### config.mk
export PLATFORM = sky130hd
export DESIGN_NAME = smash_out_arbiter
export DESIGN_NICKNAME = d
export VERILOG_FILES = /design/src/rtl/smash_pkg.sv /design/src/rtl/smash_rr_arbiter.sv /design/src/rtl/smash_out_arbiter.sv
export SDC_FILE = /design/constraint.sdc
export NUM_CORES = 1
export LEC_CHECK = 0
export ABC_CLOCK_PERIOD_IN_PS = 2650
export CAP_MARGIN = 15
export CORE_MARGIN = 1.5
export CORE_UTILIZATION = 39
export CTS_CLUSTER_SIZE = 16
export DETAILED_ROUTE_END_ITERATION = 8
export PLACE_DENSITY = 0.79
export SLEW_MARGIN = 20
export SYNTH_ARGS = -nofsm -noshare
export SYNTH_HDL_FRONTEND = slang
export SYNTH_SLANG_ARGS = --single-unit
### constraint.sdc
create_clock -name i_clk -period 2.65 [get_ports i_clk]
set_input_delay 0.3975 -clock i_clk [delete_from_list [all_inputs] [get_ports i_clk]]
set_output_delay 0.3975 -clock i_clk [all_outputs]
set_load 0.005 [all_outputs]
### src/rtl/smash_pkg.sv
// Flit encoding shared by smash_fifo users, the NI and the router output stage.
package smash_pkg;

  localparam int FLIT_TYPE_W = 2;

  typedef enum logic [FLIT_TYPE_W-1:0] {
    FLIT_BODY   = 2'b00,
    FLIT_HEAD   = 2'b01,
    FLIT_TAIL   = 2'b10,
    FLIT_SINGLE = 2'b11
  } flit_t;

  typedef enum logic {
    ST_IDLE   = 1'b0,
    ST_LOCKED = 1'b1
  } arb_state_t;

  // Callers pass data[DATA_SIZE-1 -: FLIT_TYPE_W]; this keeps the helper width-independent.
  function automatic flit_t flit_type(input logic [FLIT_TYPE_W-1:0] type_bits);
    return flit_t'(type_bits);
  endfunction

endpackage

### src/rtl/smash_rr_arbiter.sv
// Combinational rotate-priority pick: first request after last_i, wrapping modulo N.
module smash_rr_arbiter #(
  parameter int N = 4,
  localparam int IW = $clog2(N)
) (
  input  logic [N-1:0]  req_i,
  input  logic [IW-1:0] last_i,
  output logic [N-1:0]  gnt_o,
  output logic [IW-1:0] idx_o
);

  logic          found;
  logic [IW-1:0] cand;

  always_comb begin
    gnt_o = '0;
    idx_o = last_i;
    found = 1'b0;
    cand  = '0;
    for (int i = 1; i <= N; i++) begin
      cand = IW'((int'(last_i) + i) % N);
      if (!found && req_i[cand]) begin
        found       = 1'b1;
        gnt_o[cand] = 1'b1;
        idx_o       = cand;
      end
    end
  end

endmodule

### src/rtl/smash_out_arbiter.sv
// Router output stage: round-robin wormhole arbitration over FWFT FIFOs into a
// one-flit registered valid/ready output link.
module smash_out_arbiter
  import smash_pkg::*;
#(
  parameter int NUM_IN    = 4,
  parameter int DATA_SIZE = 32,
  localparam int IDX_W    = $clog2(NUM_IN)
) (
  input  logic                      i_clk,
  input  logic                      i_rst,
  input  logic [NUM_IN*DATA_SIZE-1:0] i_fifo_data,
  input  logic [NUM_IN-1:0]         i_fifo_empty,
  output logic [NUM_IN-1:0]         o_fifo_read,
  output logic [DATA_SIZE-1:0]      o_data,
  output logic                      o_valid,
  input  logic                      i_ready,
  output logic                      o_err,
  output logic [IDX_W-1:0]          o_grant,
  output logic                      o_locked
);

  arb_state_t           state_q, state_d;
  logic [IDX_W-1:0]     grant_q, grant_d;
  logic                 valid_q, valid_d;
  logic [DATA_SIZE-1:0] data_q, data_d;
  logic                 err_q, err_d;

  logic [DATA_SIZE-1:0] front [NUM_IN];
  flit_t                front_type [NUM_IN];
  logic [NUM_IN-1:0]    start_req, orphan, orphan_low;
  logic [NUM_IN-1:0]    rr_gnt;
  logic [IDX_W-1:0]     rr_idx;
  logic                 load;
  flit_t                sel_type;

  always_comb begin
    for (int k = 0; k < NUM_IN; k++) begin
      front[k]      = i_fifo_data[k*DATA_SIZE +: DATA_SIZE];
      front_type[k] = flit_type(front[k][DATA_SIZE-1 -: FLIT_TYPE_W]);
      start_req[k]  = !i_fifo_empty[k] &&
                      (front_type[k] == FLIT_HEAD || front_type[k] == FLIT_SINGLE);
      orphan[k]     = !i_fifo_empty[k] &&
                      (front_type[k] == FLIT_BODY || front_type[k] == FLIT_TAIL);
    end
  end

  // Isolate the lowest set bit so only one orphan is discarded per cycle.
  assign orphan_low = orphan & (~orphan + {{(NUM_IN-1){1'b0}}, 1'b1});
  assign load       = !valid_q || i_ready;

  smash_rr_arbiter #(.N(NUM_IN)) u_rr (
    .req_i  (start_req),
    .last_i (grant_q),
    .gnt_o  (rr_gnt),
    .idx_o  (rr_idx)
  );

  always_comb begin
    state_d     = state_q;
    grant_d     = grant_q;
    valid_d     = valid_q && !i_ready;
    data_d      = data_q;
    err_d       = 1'b0;
    o_fifo_read = '0;
    sel_type    = FLIT_BODY;
    case (state_q)
      ST_IDLE: begin
        sel_type = front_type[rr_idx];
        if (|start_req) begin
          if (load) begin
            o_fifo_read = rr_gnt;
            data_d      = front[rr_idx];
            valid_d     = 1'b1;
            grant_d     = rr_idx;
            if (sel_type == FLIT_HEAD) state_d = ST_LOCKED;
          end
        end else if (|orphan) begin
          o_fifo_read = orphan_low;
          err_d       = 1'b1;
        end
      end
      ST_LOCKED: begin
        sel_type = front_type[grant_q];
        if (load && !i_fifo_empty[grant_q]) begin
          o_fifo_read[grant_q] = 1'b1;
          data_d               = front[grant_q];
          valid_d              = 1'b1;
          if (sel_type == FLIT_TAIL) state_d = ST_IDLE;
          if (sel_type == FLIT_HEAD || sel_type == FLIT_SINGLE) err_d = 1'b1;
        end
      end
      default: state_d = ST_IDLE;
    endcase
    if (i_rst) o_fifo_read = '0;
  end

  always_ff @(posedge i_clk) begin
    if (i_rst) begin
      state_q <= ST_IDLE;
      grant_q <= IDX_W'(NUM_IN - 1);
      valid_q <= 1'b0;
      data_q  <= '0;
      err_q   <= 1'b0;
    end else begin
      state_q <= state_d;
      grant_q <= grant_d;
      valid_q <= valid_d;
      data_q  <= data_d;
      err_q   <= err_d;
    end
  end

  assign o_data   = data_q;
  assign o_valid  = valid_q;
  assign o_err    = err_q;
  assign o_grant  = grant_q;
  assign o_locked = (state_q == ST_LOCKED);

endmodule

### After elaboration in Yosys (flattened, before gate mapping)

Cells that the tools add are included.

| word-level totals | value |
|---|---|
| register bits | 37 |
| input bits | 135 |

| operators by class | value |
|---|---|
| add/subtract/negate cells | 5 |
| $lt $le $gt $ge | 12 |
| equal/unequal tests | 19 |
| multiplexer cells | 68 |
| bitwise gates (word level) | 8 |
| reduce and logical (&&, ||, !) cells | 46 |

Operators by type and width:

| operator | count |
|---|---|
| 32-bit 2-to-1 mux | 7 |
| 32-bit binary-select mux with 2-bit select | 2 |
| 32-bit one-hot mux with 2 select lines | 1 |
| 4-bit 2-to-1 mux | 9 |
| 1-bit 2-to-1 mux | 25 |
| 2-bit == test, second input constant | 10 |
| 1-bit logical AND | 18 |
| 2-bit 2-to-1 mux | 8 |
| 2-bit by 3-bit less-than comparator with 1-bit output, second input constant | 5 |
| 2-bit by 1-bit == test with 1-bit output, second input constant | 6 |
| 4-bit OR | 3 |
| 1-bit binary-select mux with 2-bit select | 5 |
| 1-bit demux with 2-bit select | 5 |
| 2-bit by 1-bit >= comparator with 1-bit output, second input constant | 5 |
| 1-bit zero test | 10 |
| 1-bit logical OR | 10 |
| 2-bit binary-select mux with 2-bit select | 2 |
| 2-bit zero test | 4 |
| 4-bit one-hot mux with 2 select lines | 1 |
| 4-bit OR reduction | 2 |
| 3-bit >= comparator, second input constant | 2 |
| 2-bit NOT with 3-bit output | 2 |
| 1-bit one-hot mux with 2 select lines | 3 |
| 3-bit AND reduction | 2 |
| 8 further kinds | 11 |

### Logic depth before layout (Yosys ltp)

Gate-level depths: netlist of the first run.

| depth | value |
|---|---|
| depth after elaboration | 24 |
| mapped depth | 11 |
| mapped depth without buffers | 9 |

### Cells and area by module

From an unflattened synthesis of the first run, not the netlist that was laid out.

| unflattened totals | value |
|---|---|
| cells, all modules | 368 |
| area, all modules | 3961.3 um2 |

Modules (own cells, without submodules):

| module | times used | cells an instance | area each (um2) | seq. area each (um2) |
|---|---|---|---|---|
| smash_out_arbiter | 1 | 288 | 3384.5 | 740.7 |
| smash_rr_arbiter | 1 | 80 | 576.8 | 0.0 |

### Worst setup path after synthesis of the first run

Ideal clock, no wire load.

| timing | value |
|---|---|
| path kind | register to register |
| start | register grant_q[0], in the netlist o_grant[0] |
| end | register data_q[9], in the netlist o_data[9] |
| data arrival time | 2.743 ns |
| data required time | 2.533 ns |
| slack | -0.210 ns |
| stages on the path, launching flop included | 11 |
| buffers on the path | 2 |
| clock period less this slack | 2.860 ns |
| path through | dfxtp_1 inv_2 ha_1 mux4_2 or4_1 o21ai_1 buf_6 buf_12 mux2i_1 nand2_1 a22o_1 |

| between the ends | value |
|---|---|
| longest elaborated chain between the ends | 20 |

Ends and longest elaborated chain:

| what | line | source |
|---|---|---|
| start: declaration | smash_out_arbiter.sv:24 | `logic [IDX_W-1:0] grant_q, grant_d;` |
| start signal: assignment | smash_out_arbiter.sv:101 | `grant_q <= IDX_W'(NUM_IN - 1);` |
| start signal: assignment | smash_out_arbiter.sv:107 | `grant_q <= grant_d;` |
| 2-bit by 1-bit adder with 2-bit output | smash_rr_arbiter.sv:21 | `cand = IW'((int'(last_i) + i) % N);` |
| 1-bit binary-select mux with 2-bit select | smash_rr_arbiter.sv:22 | `if (!found && req_i[cand]) begin` |
| 1-bit 2-to-1 mux (implied by the code) | smash_rr_arbiter.sv:22 |  |
| 1-bit 2-to-1 mux | smash_rr_arbiter.sv:22 |  |
| 1-bit zero test | smash_rr_arbiter.sv:22 |  |
| 1-bit logical AND | smash_rr_arbiter.sv:22 |  |
| 1-bit 2-to-1 mux | smash_rr_arbiter.sv:22 |  |
| 1-bit zero test | smash_rr_arbiter.sv:22 |  |
| [... 3 more ...] | - |  |
| 1-bit logical AND | smash_rr_arbiter.sv:22 |  |
| 2-bit 2-to-1 mux | smash_rr_arbiter.sv:22 |  |
| 2-bit NOT with 3-bit output (implied by the code) | smash_out_arbiter.sv:73 | `data_d = front[rr_idx];` |
| 32-bit binary-select mux with 2-bit select | smash_out_arbiter.sv:73 |  |
| 32-bit 2-to-1 mux (implied by the code) (2 in series) | smash_out_arbiter.sv:73 |  |
| 32-bit 2-to-1 mux | smash_out_arbiter.sv:71 | `if (load) begin` |
| 32-bit 2-to-1 mux | smash_out_arbiter.sv:70 | `if (\|start_req) begin` |
| 32-bit one-hot mux with 2 select lines | smash_out_arbiter.sv:67 | `case (state_q)` |
| end signal: assignment | smash_out_arbiter.sv:109 | `data_q <= data_d;` |
| end: declaration | smash_out_arbiter.sv:26 | `logic [DATA_SIZE-1:0] data_q, data_d;` |

Parallel ways exist; a longest one is shown, timed or not. The select of a mux whose other input is x is not followed.
A chain may end at the register's enable or synchronous reset.

### Final worst setup path of the first run

| timing | value |
|---|---|
| start | register grant_q[0], in the netlist o_grant[0] |
| end | register data_q[1], in the netlist o_data[1] |

The elaborated chain is that of the path after synthesis.

==> metrics, run 1 <==
status finished, violations left; failing checks setup timing; CP required about 2800 ps; Buf/Inv on CP 6; #FFs+latches synth 37; total chip power 0.00796 W; Final #Nets about 770; fmax between 0.3 and 0.4 GHz; max-cap viol count 0; slowest stage delay, CP between 500 and 600 ps; Peak VDD IR around 0.00065 V; Finished Cell Area approximately 6700 um^2; RSZ-0062 raised after global routing true; Post-Syn Area around 3900 um^2; final std cells w/o fill about 760; Yosys top cell by area mux4_2; CTS Buf Count 5; post-synthesis cell type count 41; first-pass GRT wire length 22.6 mm; Die W 103 um; asr flop ratio synth 0; Crit-path slowest cell or4_4; number of top-level pins around 180; Site Rows 36; average wire per standard cell about 20 um; PortBufs 175; power per cell area approximately 1200 nW/um^2; clk_lat worst skew about 290 ps; post-synthesis sequential area ratio 0.189; Avg Inst Size Synth ~9.6 um^2; Placement Cell Area 6080 um^2; worst setup path start o_grant[0]; # DRC 0; post-detail-place hpwl ~10 mm; Final Slew Violations 0; Die Area between 10,000 and 15,000 um^2; Clk pin slew, worst setup/hold paths about 80 ps; type of the worst setup path register to register; H-tree levels 2; minimum clock period slightly below 3000 ps; via density per instance 5.82; Synth Warn # 0; drt total wl 15.0 mm; initial antenna violation count 0; post-synth top area share 0.206; CTS sink cnt 37; leak pwr between 2 and 3 nW; Synth Instances between 400 and 500; number of global-route vias before repair between 4,000 and 5,000; Post-synth EDFFs 0; largest net degree at the start of global routing 43; DP Cell Count between 700 and 800; GRT overflow 0; ANT cells 0; final setup fails 36; layout cells sized above 1 0.254; hold_sp o_data[25]; GRT Total Usage 0.272; CP cell instances inv_4 -> ha_4 -> buf_6 -> mux4_2 -> buf_6 -> or4_4 -> o21ai_4 -> buf_12 -> buf_12 -> buf_16 -> mux2i_2 -> a21oi_1 -> a22o_1; worst-margin pin slew between 400 and 500 ps; Antenna Violating Nets Remaining 0; syn_nets 550; DR iter-0 viols slightly above 200; maximum root-to-sink buffer count 2; Hold Crit Class register to register; Post-Place Worst Slack -795 ps; drt pass-1 iters 4; synthesis-to-finish area growth 70.2%; CTS tree yes; Fin. Hold Viols 0; Root Buffer clkbuf_8; skew final approximately 7.4 ps; top_reg_cell synth dfxtp_1; crit path DAT roughly 3000 ps; crit-path max FO 8; Layout Utilization 0.684; Synth area leaders mux4_2 21%, dfxtp_1 19%, mux2i_1 16%; Final WS setup -240 ps; Max-slew headroom 0.715; Worst setup EP type register; die span in y around 100 um; final worst path period share 1.09; crit start category register; Core ar. 9770 um^2; r2r startpoint o_grant[0]; Starting Density 0.402; via count between 4,000 and 5,000; gpl congestion approximately 0.85; family with the most delay on the worst path buffers and inverters
final cells by class:
class | instances | area (um^2)
inverter | 3 | 13.8
sequential | 37 | 746
multi-input combinational | 332 | 3110
timing repair buffer | 249 | 2560
clock inverter | 2 | 13.8
tap | 133 | 166
clock buffer | 6 | 82.6
fill | 796 | 3090
synthesized netlist by cell type (4+ instances only):
| library cell | n |
|---|---|
| mux4_2 | 36 |
| nand2b_1 | 9 |
| mux2i_1 | 64 |
| buf_12 | 6 |
| a22oi_1 | 4 |
| nor2b_1 | 37 |
| ha_1 | 8 |
| a21oi_1 | 63 |
| a22o_1 | 30 |
| o21ai_0 | 10 |
| buf_2 | 6 |
| dfxtp_1 | 37 |
| nor3b_1 | 4 |
| nor2_1 | 13 |
| clkbuf_1 | 19 |
| nand2_1 | 15 |
| a221oi_1 | 4 |
stage by stage:
| stage | hold WS, ps | TNS, ps |
|---|---|---|
| 2_1_floorplan | 466 | -8.17 |
| 3_3_place_gp | 461 | -25620 |
| 3_5_place_dp | 463 | -26920 |
| 4_1_cts | 486 | -5120 |
| 5_1_grt | 508 | -8180 |
| 6_report | 485 | -5410 |
final timing paths:
check               end  slack, ps  depth (start not counted)
max           o_data[1]       -240                         13
min          o_data[25]        490                          1
max reg2reg   o_data[1]       -240                         13
min reg2reg  o_data[25]        490                          1
cell families (layout without fill, tap and decap cells):
| family | count (synthesis) | count (layout) | synth area share |
|---|---|---|---|
| AO/OA/AOI/OAI | 128 | 128 | 0.210 |
| XOR/XNOR | 2 | 2 | 0.00637 |
| adder cells (fa/ha/maj) | 8 | 8 | 0.0255 |
| buffers and inverters | 38 | 260 | 0.0650 |
| flip-flops | 37 | 37 | 0.189 |
| multiplexers | 101 | 101 | 0.372 |
| AND/OR/NAND/NOR | 93 | 93 | 0.133 |
registers in the layout, indices dropped and copies added (netlist names):
register and cells:
o_data 32, o_err 1, o_valid 1, o_locked 1, o_grant 2
layer usage:
layer | vias to the layer above | routed length [um] | GRT usage
met5 | - | 0 | 0
met2 | 202 | 7730 | 0.500
met4 | 0 | 318 | 0.0998
met3 | 33 | 1110 | 0.0538
li1 | 2037 | - | -
met1 | 2163 | 5870 | 0.312
cell usage in the layout, fill, tap and decap left out, types with 7 or more instances in the layout:
| master | count |
|---|---|
| a21oi_1 | 59 |
| a22o_1 | 30 |
| buf_12 | 7 |
| buf_4 | 50 |
| buf_6 | 8 |
| clkdlybuf4s50_1 | 163 |
| dfxtp_1 | 35 |
| ha_1 | 7 |
| mux2i_1 | 58 |
| mux4_2 | 36 |
| nand2_1 | 15 |
| nand2b_1 | 9 |
| nor2_1 | 10 |
| nor2b_1 | 32 |
| o21ai_1 | 9 |
power breakdown:
part / total, W / internal, W / switching, W
Sequential: 0.00102 / 0.000835 / 0.000183
Clock: 0.000431 / 0.000211 / 0.000220
Combinational: 0.00651 / 0.00370 / 0.00281
Total: 0.00796 / 0.00475 / 0.00321
what timing repair did:
item,in CTS,in global routing
pin swaps,23,32
setup buffers,12,4
hold buffers,0,0
setup endpoints to repair,37,36
resized for setup,70,25
gates cloned,6,2
Note: power is estimated with default switching activity, not from simulation.
==> run 2, diff against run 1 <==
Settings changed: CORE_MARGIN 1.5 to 2, CTS_BUF_LIST from default to sky130_fd_sc_hd__clkbuf_16.
==> metrics, run 2 (synthesis results as in run 1) <==
fmax 0.359 GHz (was 0.346 GHz); CTS tree yes (unchanged); Die Area 10,900 um^2 (was 10,700 um^2); Max-slew headroom 0.575 (was 0.715); hold path depth 1 (unchanged); Worst setup EP type register (unchanged); die span in y 104 um (was 103 um); CTS Buf Count 5 (unchanged); family with the most delay on the worst path simple AND/OR/NAND/NOR gates (was buffers and inverters); Die W 104 um (was 103 um); final worst path period share 1.05 (was 1.09); Clk pin slew, worst setup/hold paths 60 ps (was 80 ps); drt pass-1 iters 4 (unchanged); CP Depth 11 (was 13); Starting Density 0.402 (unchanged); clk_lat worst skew 270 ps (was 290 ps); CTS sink cnt 37 (unchanged); Final #Nets 770 (was 771); Final WS setup -136 ps (was -240 ps); Core ar. 9770 um^2 (unchanged); RSZ-0062 raised after global routing true (unchanged); crit start category input port (was register); CTS Hold Buffers Added 0 (unchanged); Root Buffer clkbuf_16 (was clkbuf_8); Antenna Violating Nets Remaining 0 (unchanged); most used cell, CP buf_12; CP cell instances clkdlybuf4s15_2 -> nor2b_2 -> buf_4 -> mux4_2 -> or4_4 -> o21ai_4 -> buf_12 -> buf_12 -> mux2i_1 -> nand2_1 -> a22o_1 (was inv_4 -> ha_4 -> buf_6 -> mux4_2 -> buf_6 -> or4_4 -> o21ai_4 -> buf_12 -> buf_12 -> buf_16 -> mux2i_2 -> a21oi_1 -> a22o_1); H-tree levels 2 (unchanged); commonest non-fill, non-tap cell in the layout clkdlybuf4s50_1 (unchanged); initial antenna violation count 0 (unchanged); R2R Setup Slk -140 ps (was -240 ps); PortBufs 175 (unchanged); max-cap viol count 0 (unchanged); crit-path max FO 16 (was 8); most frequent cells in the layout 163 x clkdlybuf4s50_1, 60 x a21oi_1, 59 x mux2i_1, 54 x buf_4, 36 x mux4_2 (was 163 x clkdlybuf4s50_1, 59 x a21oi_1, 58 x mux2i_1, 50 x buf_4, 36 x mux4_2); CP required 2810 ps (was 2840 ps); ANT cells 0 (unchanged); synthesis-to-finish area growth 70.2% (about the same); Fin. Hold Viols 0 (unchanged); Largest register FFs 32 (unchanged); average wire per standard cell 19.1 um (was 19.7 um); drt total wl 14.6 mm (was 15.0 mm); fill count 763 (was 796); Site Rows 36 (unchanged); Hold Crit Class register to register (unchanged); gpl congestion 0.950 (was 0.846); FF/Latch Area 746 um^2 (unchanged); failing checks setup timing (unchanged); Final Slew Violations 0 (unchanged); via density per instance 5.83 (was 5.82); footprint of the multi-input gates 3100 um^2 (was 3110 um^2); power per cell area 1160 nW/um^2 (was 1190 nW/um^2); GRT overflow 0 (unchanged); largest net degree at the start of global routing 33 (was 43); number of top-level pins 176 (unchanged); minimum clock period 2790 ps (was 2890 ps); Buf/Inv on CP 4 (was 6); first-pass GRT wire length 23.7 mm (was 22.6 mm); Crit-path slowest cell or4_4 (unchanged); number of global-route vias before repair 4,665 (was 4,684); type of the worst setup path input port to register (was register to register); Finished Cell Area 6690 um^2 (was 6680 um^2); # DRC 0 (unchanged); DR iter-0 viols 213 (was 203); Placement Cell Area 6130 um^2 (was 6080 um^2); final setup fails 35 (was 36); maximum root-to-sink buffer count 2 (unchanged); layout cells sized above 1 0.256 (was 0.254); post-detail-place hpwl 10.4 mm (was 10.5 mm); worst-margin pin slew 638 ps (was 427 ps); slowest stage delay, CP 520 ps (was 510 ps); status finished, violations left (unchanged); Peak VDD IR 0.000636 V (was 0.000652 V); leak pwr 2.75 nW (was 2.74 nW); via count 4,436 (was 4,435); length in cells of the worst reg-to-reg path 10 (was 13); Hold Slack 479 ps (was 485 ps); skew final 3.44 ps (was 7.45 ps); GRT Total Usage 0.264 (was 0.272); crit path DAT 2950 ps (was 3080 ps)
[run 2: final timing paths]
| check | from | to |
|---|---|---|
| max | i_fifo_data[94] | o_data[9] |
| min | o_data[18] | o_data[18] |
| max reg2reg | o_grant[0] | o_data[9] |
| min reg2reg | o_data[18] | o_data[18] |
[run 2: area by class of cell]
| cell class | instances | area share |
|---|---|---|
| repair buffers | 248 | 0.374 |
| clock inverters | 3 | 0.00561 |
| well taps | 133 | 0.0249 |
| flip-flops and latches | 37 | 0.112 |
| inverters | 3 | 0.00206 |
| multi-input cells | 332 | 0.463 |
| clock buffers | 5 | 0.0187 |
[run 2: what timing repair did]
action,CTS,global route
resized for setup,68,17
buffers inserted,11,1
cloned,4,0
pin swaps,30,23
setup endpoints to repair,37,36
[run 2: where the power goes]
group	switching, W	internal [W]
Combinational	0.00269	0.00340
Sequential	0.000177	0.000837
Clock	0.000224	0.000437
[run 2: per-layer routing]
metal  vias up  track usage  share of wire
li1       2029            -              -
met1      2167        0.315           0.40
met2       220        0.484           0.52
met3        20       0.0514          0.069
met4         0       0.0627          0.016
met5         -            0              0
[run 2: through the flow]
step | worst slack (ps) | power (W) | TNS (ps) | util | cells
after floorplan | -8.17 | 0.00442 | -8.17 | - | 407
after global placement | -725 | 0.00594 | -24250 | 0.627 | 737
after detailed placement | -795 | 0.00604 | -26710 | 0.627 | 737
after CTS | -93.0 | 0.00754 | -1710 | 0.675 | 760
after global routing | -280 | 0.00821 | -6550 | 0.684 | 761
final | -136 | 0.00776 | -3060 | 0.684 | 761
==> run 3, diff against run 2 <==
Settings changed: PLACE_DENSITY 0.79 to default, PLACE_DENSITY_LB_ADDON from default to 0.08, SETUP_SLACK_MARGIN from default to 0.2, SKIP_CTS_REPAIR_TIMING from default to 1.
==> metrics, run 3 (synthesis results as in run 1) <==
GRT Total Usage 0.238 (was 0.264); most crowded layer after global routing met2 (unchanged); M1 GR Usage 0.307 (was 0.315); final setup fails 32 (was 35); final std cells w/o fill 756 (was 761); layout cells sized above 1 0.238 (was 0.256); Crit Reg-Reg Endpoint o_data[1] (was o_data[9]); post-detail-place hpwl 9.99 mm (was 10.4 mm); slowest stage delay, CP 540 ps (was 520 ps); Peak VDD IR 0.000553 V (was 0.000636 V); max-cap viol count 0 (unchanged); DP Cell Count 733 (was 737); average wire per standard cell 18.9 um (was 19.1 um); power per cell area 1150 nW/um^2 (was 1160 nW/um^2); Final #Nets 766 (was 770); leak pwr 2.79 nW (was 2.75 nW); Starting Density 0.402 (unchanged); CP required 2810 ps (about the same); initial antenna violation count 0 (unchanged); number of top-level pins 176 (unchanged); Crit-path slowest cell mux4_2 (was or4_4); r2r startpoint o_grant[0] (unchanged); via count 4,293 (was 4,436); Site Rows 36 (unchanged); largest net degree at the start of global routing 34 (was 33); Max-slew headroom 0.612 (was 0.575); Worst setup EP type register (unchanged); R2R Setup Slk -70 ps (was -140 ps); fmax 0.368 GHz (was 0.359 GHz); # DRC 0 (unchanged); Core ar. 9770 um^2 (unchanged); Fin. Hold Viols 0 (unchanged); die span in y 104 um (unchanged); crit path DAT 2880 ps (was 2950 ps); total chip power 0.00760 W (was 0.00776 W); ANT cells 0 (unchanged); final worst path period share 1.03 (was 1.05); CTS tree yes (unchanged); drt total wl 14.3 mm (was 14.6 mm); Hold Slack 481 ps (was 479 ps); GR Util met3 0.0545 (was 0.0514); Antenna Violating Nets Remaining 0 (unchanged); CP cell instances buf_12 -> mux4_2 -> buf_6 -> or4_4 -> o21ai_4 -> buf_12 -> clkbuf_16 -> mux2i_1 -> a21oi_1 -> a22o_1 (was clkdlybuf4s15_2 -> nor2b_2 -> buf_4 -> mux4_2 -> or4_4 -> o21ai_4 -> buf_12 -> buf_12 -> mux2i_1 -> nand2_1 -> a22o_1); Die W 104 um (unchanged); DR iter-0 viols 190 (was 213); type of the worst setup path register to register (was input port to register); status finished, violations left (unchanged); M2 GR Usage 0.409 (was 0.484); CTS sink cnt 37 (unchanged); hold path depth 1 (unchanged); most frequent cells in the layout 163 x clkdlybuf4s50_1, 60 x a21oi_1, 59 x mux2i_1, 51 x buf_4, 36 x mux4_2 (was 163 x clkdlybuf4s50_1, 60 x a21oi_1, 59 x mux2i_1, 54 x buf_4, 36 x mux4_2); length in cells of the worst reg-to-reg path 10 (unchanged); most used cell, CP buf_12 (unchanged); maximum root-to-sink buffer count 2 (unchanged); Final Slew Violations 0 (unchanged); worst-margin pin slew 579 ps (was 638 ps); Root Buffer clkbuf_16 (unchanged); Final WS setup -70.5 ps (was -136 ps); fill count 791 (was 763); Clk pin slew, worst setup/hold paths 60 ps (about the same); crit-path max FO 7 (was 16); minimum clock period 2720 ps (was 2790 ps); CTS Buf Count 5 (unchanged); drt pass-1 iters 4 (unchanged); first-pass GRT wire length 21.5 mm (was 23.7 mm); synthesis-to-finish area growth 68.8% (was 70.2%); number of global-route vias before repair 4,296 (was 4,665); commonest non-fill, non-tap cell in the layout clkdlybuf4s50_1 (unchanged); crit start category register (was input port); RSZ-0062 raised after global routing true (unchanged); Largest register FFs 32 (unchanged); Total Neg Setup Slack -966 ps (was -3060 ps); H-tree levels 2 (unchanged); gpl congestion 0.871 (was 0.950); failing checks setup timing (unchanged); hold_sp o_data[23] (was o_data[18]); GRT overflow 0 (unchanged); clk_lat worst skew 270 ps (about the same); Die Area 10,900 um^2 (unchanged); via density per instance 5.68 (was 5.83); skew final 4.22 ps (was 3.44 ps); PortBufs 175 (unchanged); Worst Hold Path EP o_data[23] (was o_data[18]); Hold Crit Class register to register (unchanged)
-- run 3: cell types whose count changed in the layout (fill, tap and decap cells not counted), sizes merged --
cell,change
dlygate4sd2,-3
clkdlybuf4s15,-3
dlymetal6s2s,+8
buf,-10
clkbuf,+4
bufinv,-1
-- run 3: critical path, delay by kind of cell (launching register included) --
kind,cells,cell delay [ps]
mux,2,760
buf+inv,4,610
simple gates,1,490
compound gates,3,380
flops,1,370
-- run 3: how the worst max path moves through the flow --
stage                startpoint  cells after the start  slack (ps)        endpoint
2_1_floorplan  i_fifo_data[126]                     10          -8       o_data[9]
3_3_place_gp    i_fifo_empty[1]                      9        -700  o_fifo_read[3]
3_5_place_dp    i_fifo_empty[1]                      9        -780  o_fifo_read[2]
4_1_cts         i_fifo_empty[1]                      9        -770  o_fifo_read[2]
5_1_grt              o_grant[0]                     10        -160      o_data[10]
6_report             o_grant[0]                     10         -70       o_data[1]
-- run 3: layer usage --
metal | vias to the layer above | routed length (um)
met2 | 186 | 6910
met1 | 2078 | 6200
met3 | 15 | 997
met4 | 0 | 152
li1 | 2014 | -
met5 | - | 0
-- run 3: where the power goes --
group	total (W)	internal, W	leakage [nW]	switching (W)
Clock	0.000550	0.000336	0.0685	0.000214
Combinational	0.00602	0.00341	2.41	0.00261
Sequential	0.00103	0.000838	0.306	0.000191
-- run 3: final cells by class --
class	instances	area, um^2	share of cell area
clock inverter	2	7.51	0.00113
multi-input combinational	332	3080	0.464
inverter	3	13.8	0.00208
clock buffer	5	125	0.0189
sequential	37	747	0.113
tap	133	166	0.0251
timing repair buffer	244	2490	0.376
-- run 3: stage by stage --
stage	cell area (um^2)	worst slack (ps)	util
after global routing	6630	-163	0.678
after global placement	6120	-703	0.626
after floorplan	3940	-8.17	-
after CTS	6250	-774	0.640
final	6630	-70.5	0.678
after detailed placement	6120	-777	0.626
==> edit (settings of run 2) <==
The parameter `NUM_IN` goes from 4 to 2.
--- a/src/rtl/smash_out_arbiter.sv
+++ b/src/rtl/smash_out_arbiter.sv
@@ -5,3 +5,3 @@
 #(
-  parameter int NUM_IN    = 4,
+  parameter int NUM_IN    = 2,
   parameter int DATA_SIZE = 32,
Interface: changed (resized i_fifo_data, i_fifo_empty, o_fifo_read and o_grant); port bits go from 176 to 107. The function was not compared with the original's and may differ.
==> edit against run 2 <==
Routed wire length shrank 59%; area after synthesis shrank 53%; final area shrank 54%; highest routed layer unchanged; utilization shrank 1.8 points; sequential cell count shrank 1; sequential share of layout area grew 12 points; total power shrank 77%; setup slack gained 320 ps.
==> edit: results (changes against run 2) <==
stage,metric,value,unit,change
cts,PostCTS Resize Cnt,0,,-100%
logic_synthesis,complex-gate fraction of the synthesized area,24.0,%,+3.0 points
die,n_taps,54,,-59%
drt,M1 WL,2550,um,-56%
pwr,Internal,1.28,mW,-73%
logic_synthesis,main area contributors after synthesis,"dfxtp_1 (39%), a311oi_1 (15%), nand2_1 (13%)",,
timing,skew final,2.91,ps,-0.531 ps
drt,drt initial violations,155,,-27%
drt,drt first pass iters,5,,+1
cts,postcts setup bufs,0,,-11
critical_path,CP max-delay cell,clkdlybuf4s50_1,,
grt,met1 Use GR,27.7,%,-3.8 points
pwr,comb pwr,0.567,mW,-91%
logic_synthesis,post-synth cell types,33,,-20%
place,Final HPWL DP,3990,um,-62%
pwr,Max IR drop VDD,386,uV,-39%
place,RePlAce Congestion,0.833,,-12%
logic_synthesis,Synthesized Nets,304,,-45%
drt,met2 wire length,2830,um,-62%
grt,M3 GR Usage,5.39,%,+0.25 points
grt,number of global-route vias before repair,2020,,-57%
timing,actual slew at the worst max-slew pin,564,ps,-74.4 ps
critical_path,critical path's top delay family,buffers and inverters,,
logic_synthesis,cells after synthesis,235,,-42%
layout,non-clk buf share,37.8,%,+0.42 points
layout,"non-filler cells, final",386,,-49%
place,Post-Place Cells,379,,-49%
layout,sequential cell area,721,um2,-3.4%
layout,Layout fillers,408,,-47%
critical_path,max incr delay on CP,470,ps,-50 ps
pwr,total power,1.76,mW,-77%
layout,clk cell area share,4.31,%,+1.9 points
logic_synthesis,adder and majority gate portion of the synthesized area,0,%,-2.5 points
grt,GRT Util Overall,22.1,%,-4.2 points
logic_synthesis,Post-synth top cells,"nand2_1 (65), dfxtp_1 (36), nor3_1 (35), a311oi_1 (32)",,
layout,"Buffers, non-clock",116,,-53%
grt,largest net degree at the start of global routing,37,,+12%
place,pre-CTS setup slack,192,ps,+986 ps
pwr,Leakage,1.15,nW,-58%
layout,final core utilization,66.6,%,-1.8 points
drt,final WL,5930,um,-59%
layout,layout cells sized above 1,6.63,%,-19 points
layout,NumNets Final,401,,-48%
critical_path,Critical Path Fanout Max,3,,-13
grt,global-route wire length before repair,9400,um,-60%
layout,Multi-input gate area,997,um2,-68%
logic_synthesis,post-synthesis xor/xnor area fraction,0,%,-0.64 points
layout,ANT cells,0,,unchanged
place,post-place instance area,0.00297,mm2,-52%
status,status,completed,,
place,port bufs,106,,-39%
drt,via/cell ratio,5.52,,-5.3%
## edit: cell count changes in the layout (fill, tap and decap cells not counted), sizes merged, moves of 8 or more
| cell | delta |
|---|---|
| a21oi | -58 |
| a22o | -30 |
| a311oi | +32 |
| buf | -67 |
| clkdlybuf4s50 | -57 |
| ha | -8 |
| mux2i | -62 |
| mux4 | -36 |
| nand2 | +50 |
| nor2 | -11 |
| nor2b | -34 |
| nor3 | +33 |
| o21ai | -8 |
## edit: final timing paths
path | startpoint | endpoint | slack (ps) | cells past startpoint
setup / recovery | i_fifo_data[62] | o_fifo_read[0] | 180 | 6
hold / removal | o_data[14]$_SDFFE_PP0P_ | o_data[14]$_SDFFE_PP0P_ | 590 | 2
setup reg to reg | o_locked$_SDFF_PP0_ | o_data[4]$_SDFFE_PP0P_ | 640 | 5
hold reg to reg | o_data[14]$_SDFFE_PP0P_ | o_data[14]$_SDFFE_PP0P_ | 590 | 2
